[src/rtl/disp_out_ex.sv]
// Display output stage: per-line format/doubling/enable, 2-cycle FIFO-to-pixel pipeline,
// background fill on display-off or underflow, and a per-frame fetch-start pulse.
module disp_out_ex #(
  parameter int HPERIOD = 800,
  parameter int HFRONT  = 16,
  parameter int HWIDTH  = 96,
  parameter int HBACK   = 48,
  parameter int VPERIOD = 525,
  parameter int VFRONT  = 10,
  parameter int VWIDTH  = 2,
  parameter int VBACK   = 33,
  parameter int CW      = 10,
  parameter int CD      = 8
) (
  input  logic            PCK,
  input  logic            PRST,
  input  logic            DISPON,
  input  logic [1:0]      MODE,
  input  logic            HDOUBLE,
  input  logic [3*CD-1:0] BGCOLOR,
  output logic            FIFORD,
  input  logic [3*CD-1:0] FIFOOUT,
  input  logic            FIFOEMPTY,
  input  logic [CW-1:0]   HCNT,
  input  logic [CW-1:0]   VCNT,
  input  logic            UFCLR,
  output logic            UNDERFLOW,
  output logic            AXISTART,
  output logic [CD-1:0]   VGA_R,
  output logic [CD-1:0]   VGA_G,
  output logic [CD-1:0]   VGA_B,
  output logic            VGA_DE
);
  localparam int HBLANK = HFRONT + HWIDTH + HBACK;
  localparam int VBLANK = VFRONT + VWIDTH + VBACK;
  localparam logic [CW-1:0] H_LS   = CW'(HBLANK - 3);
  localparam logic [CW-1:0] H_WEND = CW'(HPERIOD - 4);
  localparam logic [CW-1:0] H_LAST = CW'(HPERIOD - 1);
  localparam logic [CW-1:0] V_ACT  = CW'(VBLANK);
  localparam logic [CW-1:0] V_AX   = CW'(VBLANK - 2);

  function automatic logic [CD-1:0] rep5(input logic [4:0] v);
    rep5 = '0;
    for (int i = 0; i < CD; i++) rep5[CD-1-i] = v[4 - (i % 5)];
  endfunction

  function automatic logic [CD-1:0] rep6(input logic [5:0] v);
    rep6 = '0;
    for (int i = 0; i < CD; i++) rep6[CD-1-i] = v[5 - (i % 6)];
  endfunction

  function automatic logic [3*CD-1:0] fmt(input logic [1:0] m, input logic [3*CD-1:0] d);
    case (m)
      2'd1:    fmt = {rep5(d[15:11]), rep6(d[10:5]), rep5(d[4:0])};
      2'd2:    fmt = {3{d[CD-1:0]}};
      default: fmt = d;
    endcase
  endfunction

  logic            active, ls, win_n;
  logic            dispon_l, hdouble_l;
  logic [1:0]      mode_l;
  logic            dispon_c, hdouble_c;
  logic [CW-1:0]   hofs;
  logic            win_q, de1, rd_d, uf_d;
  logic [3*CD-1:0] hold_q, px;

  assign active    = VCNT >= V_ACT;
  assign ls        = active && (HCNT == H_LS);
  // Controls are taken straight from the inputs on the latch cycle so the first read lines up.
  assign dispon_c  = ls ? DISPON  : dispon_l;
  assign hdouble_c = ls ? HDOUBLE : hdouble_l;
  assign win_n     = active && (HCNT >= H_LS) && (HCNT <= H_WEND);
  assign hofs      = HCNT - H_LS;

  always_comb begin
    px = hold_q;
    if (!dispon_l)  px = BGCOLOR;
    else if (rd_d)  px = uf_d ? BGCOLOR : fmt(mode_l, FIFOOUT);
  end

  always_ff @(posedge PCK) begin
    if (PRST) begin
      dispon_l  <= 1'b0;
      mode_l    <= 2'd0;
      hdouble_l <= 1'b0;
      win_q     <= 1'b0;
      de1       <= 1'b0;
      FIFORD    <= 1'b0;
      rd_d      <= 1'b0;
      uf_d      <= 1'b0;
      UNDERFLOW <= 1'b0;
      AXISTART  <= 1'b0;
      hold_q    <= '0;
      VGA_R     <= '0;
      VGA_G     <= '0;
      VGA_B     <= '0;
      VGA_DE    <= 1'b0;
    end else begin
      if (ls) begin
        dispon_l  <= DISPON;
        mode_l    <= MODE;
        hdouble_l <= HDOUBLE;
      end
      win_q  <= win_n;
      de1    <= win_q;
      // Doubled lines read on even window offsets; the odd slot replays hold_q.
      FIFORD <= win_n && dispon_c && (!hdouble_c || !hofs[0]);
      rd_d   <= FIFORD;
      uf_d   <= FIFORD && FIFOEMPTY;
      if (FIFORD && FIFOEMPTY) UNDERFLOW <= 1'b1;
      else if (UFCLR)          UNDERFLOW <= 1'b0;
      // Registered one cycle early so the pulse is visible during HCNT==0 of line VBLANK-1.
      AXISTART <= (HCNT == H_LAST) && (VCNT == V_AX);
      if (de1) hold_q <= px;
      {VGA_R, VGA_G, VGA_B} <= de1 ? px : '0;
      VGA_DE <= de1;
    end
  end
endmodule
[config.mk]
export PLATFORM = sky130hd
export DESIGN_NAME = disp_out_ex
export DESIGN_NICKNAME = d
export VERILOG_FILES = /design/src/rtl/disp_out_ex.sv
export SDC_FILE = /design/constraint.sdc
export NUM_CORES = 1
export LEC_CHECK = 0
export BUFFER_PORTS_ARGS = -buffer_cell sky130_fd_sc_hd__buf_2
export CORE_MARGIN = 2
export CORE_UTILIZATION = 52
export DETAILED_ROUTE_END_ITERATION = 10
export GPL_TIMING_DRIVEN = 0
export PLACE_DENSITY = 0.9
export SLEW_MARGIN = 20
export SYNTH_ARGS = -nofsm -noshare
export SYNTH_HDL_FRONTEND = slang
export SYNTH_SLANG_ARGS = --single-unit
[constraint.sdc]
create_clock -name PCK -period 3.7 [get_ports PCK]
set_input_delay 0.185 -clock PCK [delete_from_list [all_inputs] [get_ports PCK]]
set_output_delay 0.185 -clock PCK [all_outputs]
set_load 0.02 [all_outputs]
==> impl_results.md <==
- Outcome: finished, final reports clean
- Leakage power of the design: 1.75 nW
- Num ports: 104
- Clock skew: 6.59 ps
- Setup repair after global routing missed its margin: no
- Pin count of the biggest net entering global routing: 12
- CTS clk-pin slew, worst paths: 70 ps
- Total clock sinks: 60
- Final Routed Wirelength: 7.08 mm
- Clock H-tree levels: 3
- Reg-to-Reg Start: mode_l[0]
- Source-to-sink clock delay at the later pin of the worst-skew pair: 340 ps
- Distinct cell type count of the synthesized netlist: 42
- Worst supply voltage drop on vdd: 0.000329 V
- Power density relative to cell area: 406 nW/um^2
- Initial antenna violation count: 0
- Mapped Avg Cell Area: 9.12 um^2
- Switching component of the power: 0.330 mW
- Fraction of layout instances using a drive strength above 1: 0.347
- Hold Crit Endpoint: rd_d
- Period minus WS final: 1960 ps
- Most repeated library cell on the critical path: sky130_fd_sc_hd__a21oi_1
- Weighted congestion reported at the end of routability-driven placement: 0.902
- Hold violation count in the final report: 0
- Setup Crit Path Kind: flop to flop
- Part of the power in the clock network: 0.425
- DRC violation total after the first TritonRoute iteration: 200
- Class of the worst hold path: primary input to flop
- Hold-fix buffers at CTS: 0
- Total GRT Usage: 0.255
- Setup fix buffers added after clock tree synthesis: 0
- R2R Setup Slk: 1740 ps
- First-pass GRT wire length: 10.8 mm
- Crit-path slowest cell: sky130_fd_sc_hd__clkbuf_1
- Kind of cell with the highest combined delay on the critical path: compound AO/OA/AOI/OAI gates
- CORE AREA: 4790 um^2
- Highest achievable clock rate: 510 MHz
- Worst min-delay path startpoint: PRST
- Die height: 74.7 um
- Number of placed instances with taps included: 455
- Root Buffer: sky130_fd_sc_hd__clkbuf_8
- Placed instance area: 3200 um^2
- Maximum net fanout on the critical path: 10
- Max Transition Viols Final: 0
- Most frequent cells in the layout: 112 x sky130_fd_sc_hd__buf_2, 60 x sky130_fd_sc_hd__dfxtp_1, 39 x sky130_fd_sc_hd__a21oi_1
- CP Data Arrival Time: 2200 ps
- Actual transition at the worst max-transition pin: 575 ps
- # setup viols final: 0
- Non-Filler Instances: 471
- Endpoint type of the worst setup path: flop
- Final worst path period share: 0.530
- Critical path's largest stage delay: 390 ps
- Synth Net Count: 363
- CTS-repair resized insts: 0
- Inserted Diodes: 0
- Detailed-route DRC error count: 0
- Synthesized netlist cell count: 285
- Site Rows: 25
- Vias after detailed routing: 2,655
- Count of warnings emitted by yosys: 0
- Number of flip-flops and latches in the synthesized netlist: 60
- Area of the mapped netlist: 2600 um^2
- Buffers on Ports: 103
- Detail Placement HPWL: 5.24 mm
- Number of nets still failing antenna checks after routing: 0
- Setup tns final: 0 ps
- NumNets Final: 477
- CP required: 3930 ps
- Global route overflow: 0
- Number of global-route vias before repair: 2,412
- Share of synthesized area occupied by flip-flops and latches: 0.462
- Worst flop-to-flop path endpoint: hold_q[8]
- Design Area, Final: 3400 um^2
- Internal power of the cells: 1.05 mW
- Final routed wire length divided by cell count: 15.0 um
- Buf+Inv Stages, Crit Path: 3
- Worst-path cell chain: inv_1 -> ha_1 -> buf_2 -> clkbuf_1 -> a21oi_1 -> o22ai_1 -> a21oi_1 -> a21o_1
- Hold Path Depth: 2
- Critical Path Start Type: flop
- Area overhead of the layout relative to synthesis: 30.8%
- Number of cells traversed by the worst register-to-register path: 8
- Launch point of the worst path: mode_l[0]
- Number of CTS-inserted buffers: 9
- Slew headroom: 0.616
- X dimension of the die: 74.7 um
- Initial Util: 0.543
- Logic pwr share: 0.088
- Sw frac: 0.239
- Post-detailed-route via-to-cell ratio: 5.64
- Max clock buf depth: 2
- Max cap viols: 0
- Total die area: 5580 um^2
- Clock tree from TritonCTS: yes
- Number of optimization iterations in the first detailed-route pass: 5
- Power share of the sequential group: 0.488
- Commonest non-fill, non-tap cell in the layout: sky130_fd_sc_hd__buf_2
[power by group through the flow]
| stage | registers (mW) | clock network, mW | logic, mW |
|---|---|---|---|
| final | 0.674 | 0.587 | 0.121 |
| after global routing | 0.675 | 0.621 | 0.132 |
| after CTS | 0.674 | 0.595 | 0.120 |
| after floorplan | 0.695 | 0 | 0.0462 |
| after global placement | 0.687 | 0 | 0.117 |
| after detailed placement | 0.688 | 0 | 0.119 |
[per-stage QoR]
step                hold WS, ps   util  setup slack [ps]  power, mW
floorplan                   264      -              1910      0.741
global placement            403  0.668              1820      0.804
detailed placement          411  0.668              1750      0.807
CTS                        48.3  0.711              1730       1.39
global route               64.4  0.711              1580       1.43
finish                     56.7  0.711              1740       1.38
[Yosys cell counts]
cell | number | area, um^2
sky130_fd_sc_hd__a21o_1 | 25 | 188
sky130_fd_sc_hd__a21boi_1 | 1 | 7.51
sky130_fd_sc_hd__o211a_1 | 1 | 10.0
sky130_fd_sc_hd__or2_1 | 1 | 6.26
sky130_fd_sc_hd__o22ai_1 | 9 | 56.3
sky130_fd_sc_hd__nand3b_1 | 2 | 15.0
sky130_fd_sc_hd__a221oi_1 | 13 | 114
sky130_fd_sc_hd__nand2_1 | 12 | 45.0
sky130_fd_sc_hd__and3_2 | 1 | 7.51
sky130_fd_sc_hd__a21oi_2 | 2 | 17.5
sky130_fd_sc_hd__clkbuf_1 | 8 | 30.0
sky130_fd_sc_hd__and2_1 | 1 | 6.26
sky130_fd_sc_hd__buf_4 | 2 | 15.0
sky130_fd_sc_hd__a221o_1 | 2 | 20.0
sky130_fd_sc_hd__nand2b_1 | 4 | 25.0
sky130_fd_sc_hd__nor4b_1 | 1 | 8.76
sky130_fd_sc_hd__nor4_2 | 1 | 12.5
sky130_fd_sc_hd__and4_1 | 1 | 8.76
sky130_fd_sc_hd__buf_2 | 9 | 45.0
sky130_fd_sc_hd__dfxtp_1 | 60 | 1200
sky130_fd_sc_hd__nor4_1 | 1 | 6.26
sky130_fd_sc_hd__o21ai_2 | 2 | 17.5
sky130_fd_sc_hd__and2b_1 | 1 | 7.51
sky130_fd_sc_hd__buf_6 | 2 | 22.5
sky130_fd_sc_hd__a211o_1 | 1 | 8.76
sky130_fd_sc_hd__inv_1 | 15 | 56.3
sky130_fd_sc_hd__nor3_1 | 1 | 5.00
sky130_fd_sc_hd__a22oi_1 | 2 | 15.0
sky130_fd_sc_hd__and4_2 | 1 | 10.0
sky130_fd_sc_hd__a21oi_1 | 39 | 195
sky130_fd_sc_hd__o2bb2ai_1 | 6 | 52.6
sky130_fd_sc_hd__nor2b_1 | 8 | 50.1
sky130_fd_sc_hd__mux2i_4 | 1 | 22.5
sky130_fd_sc_hd__o211ai_1 | 4 | 30.0
sky130_fd_sc_hd__o21ai_0 | 27 | 135
sky130_fd_sc_hd__nor2_1 | 6 | 22.5
sky130_fd_sc_hd__o2111ai_1 | 2 | 17.5
sky130_fd_sc_hd__ha_1 | 2 | 25.0
sky130_fd_sc_hd__mux2i_1 | 3 | 30.0
sky130_fd_sc_hd__and3_1 | 3 | 18.8
sky130_fd_sc_hd__buf_1 | 1 | 3.75
sky130_fd_sc_hd__o32ai_1 | 1 | 8.76
[state kept, by name, indices dropped and copies added, names as in the netlist]
name / cells
AXISTART: 1
FIFORD: 1
UNDERFLOW: 1
VGA_B: 8
VGA_DE: 1
VGA_G: 8
VGA_R: 8
de1: 1
dispon_l: 1
hdouble_l: 1
hold_q: 24
mode_l: 2
rd_d: 1
uf_d: 1
win_q: 1
[cells by family after synthesis]
kind of cell / Yosys count / synth area share
AOI/OAI and AO/OA: 137 / 0.344
adders and majority gates: 2 / 0.00962
buffers and inverters: 37 / 0.0664
DFF: 60 / 0.462
muxes: 4 / 0.0202
and+or+nand+nor: 45 / 0.0982
[routing by layer]
| metal | GRT usage | share of wire | vias up | wire (um) |
|---|---|---|---|---|
| met5 | 0 | 0 | - | 0 |
| met4 | 0.135 | 0.025 | 0 | 174 |
| met3 | 0.0522 | 0.078 | 20 | 552 |
| met2 | 0.426 | 0.48 | 143 | 3380 |
| met1 | 0.309 | 0.42 | 1211 | 2970 |
| li1 | - | - | 1281 | - |
[worst register-to-register path, stage by stage, from the launching register on]
cell and delay (ps):
sky130_fd_sc_hd__dfxtp_1 370, sky130_fd_sc_hd__inv_1 60, sky130_fd_sc_hd__ha_1 270, sky130_fd_sc_hd__buf_2 150, sky130_fd_sc_hd__clkbuf_1 390, sky130_fd_sc_hd__a21oi_1 170
sky130_fd_sc_hd__o22ai_1 150, sky130_fd_sc_hd__a21oi_1 110, sky130_fd_sc_hd__a21o_1 190
[area by class of cell]
type,count,area [um^2]
clock buffers,10,138
plain buffers,22,116
repair buffers,103,515
multi-input cells,188,1230
inverters,15,56.3
fillers,395,1390
flip-flops and latches,60,1200
well taps,67,83.8
clock inverters,6,63.8
[worst max path at each step]
stage	to	cells after the start
final	hold_q[8]	8
after CTS	hold_q[4]	9
after floorplan	hold_q[3]	9
after global placement	hold_q[4]	9
after global routing	hold_q[8]	8
after detailed placement	hold_q[4]	9
(Power assumes the default switching activity.)
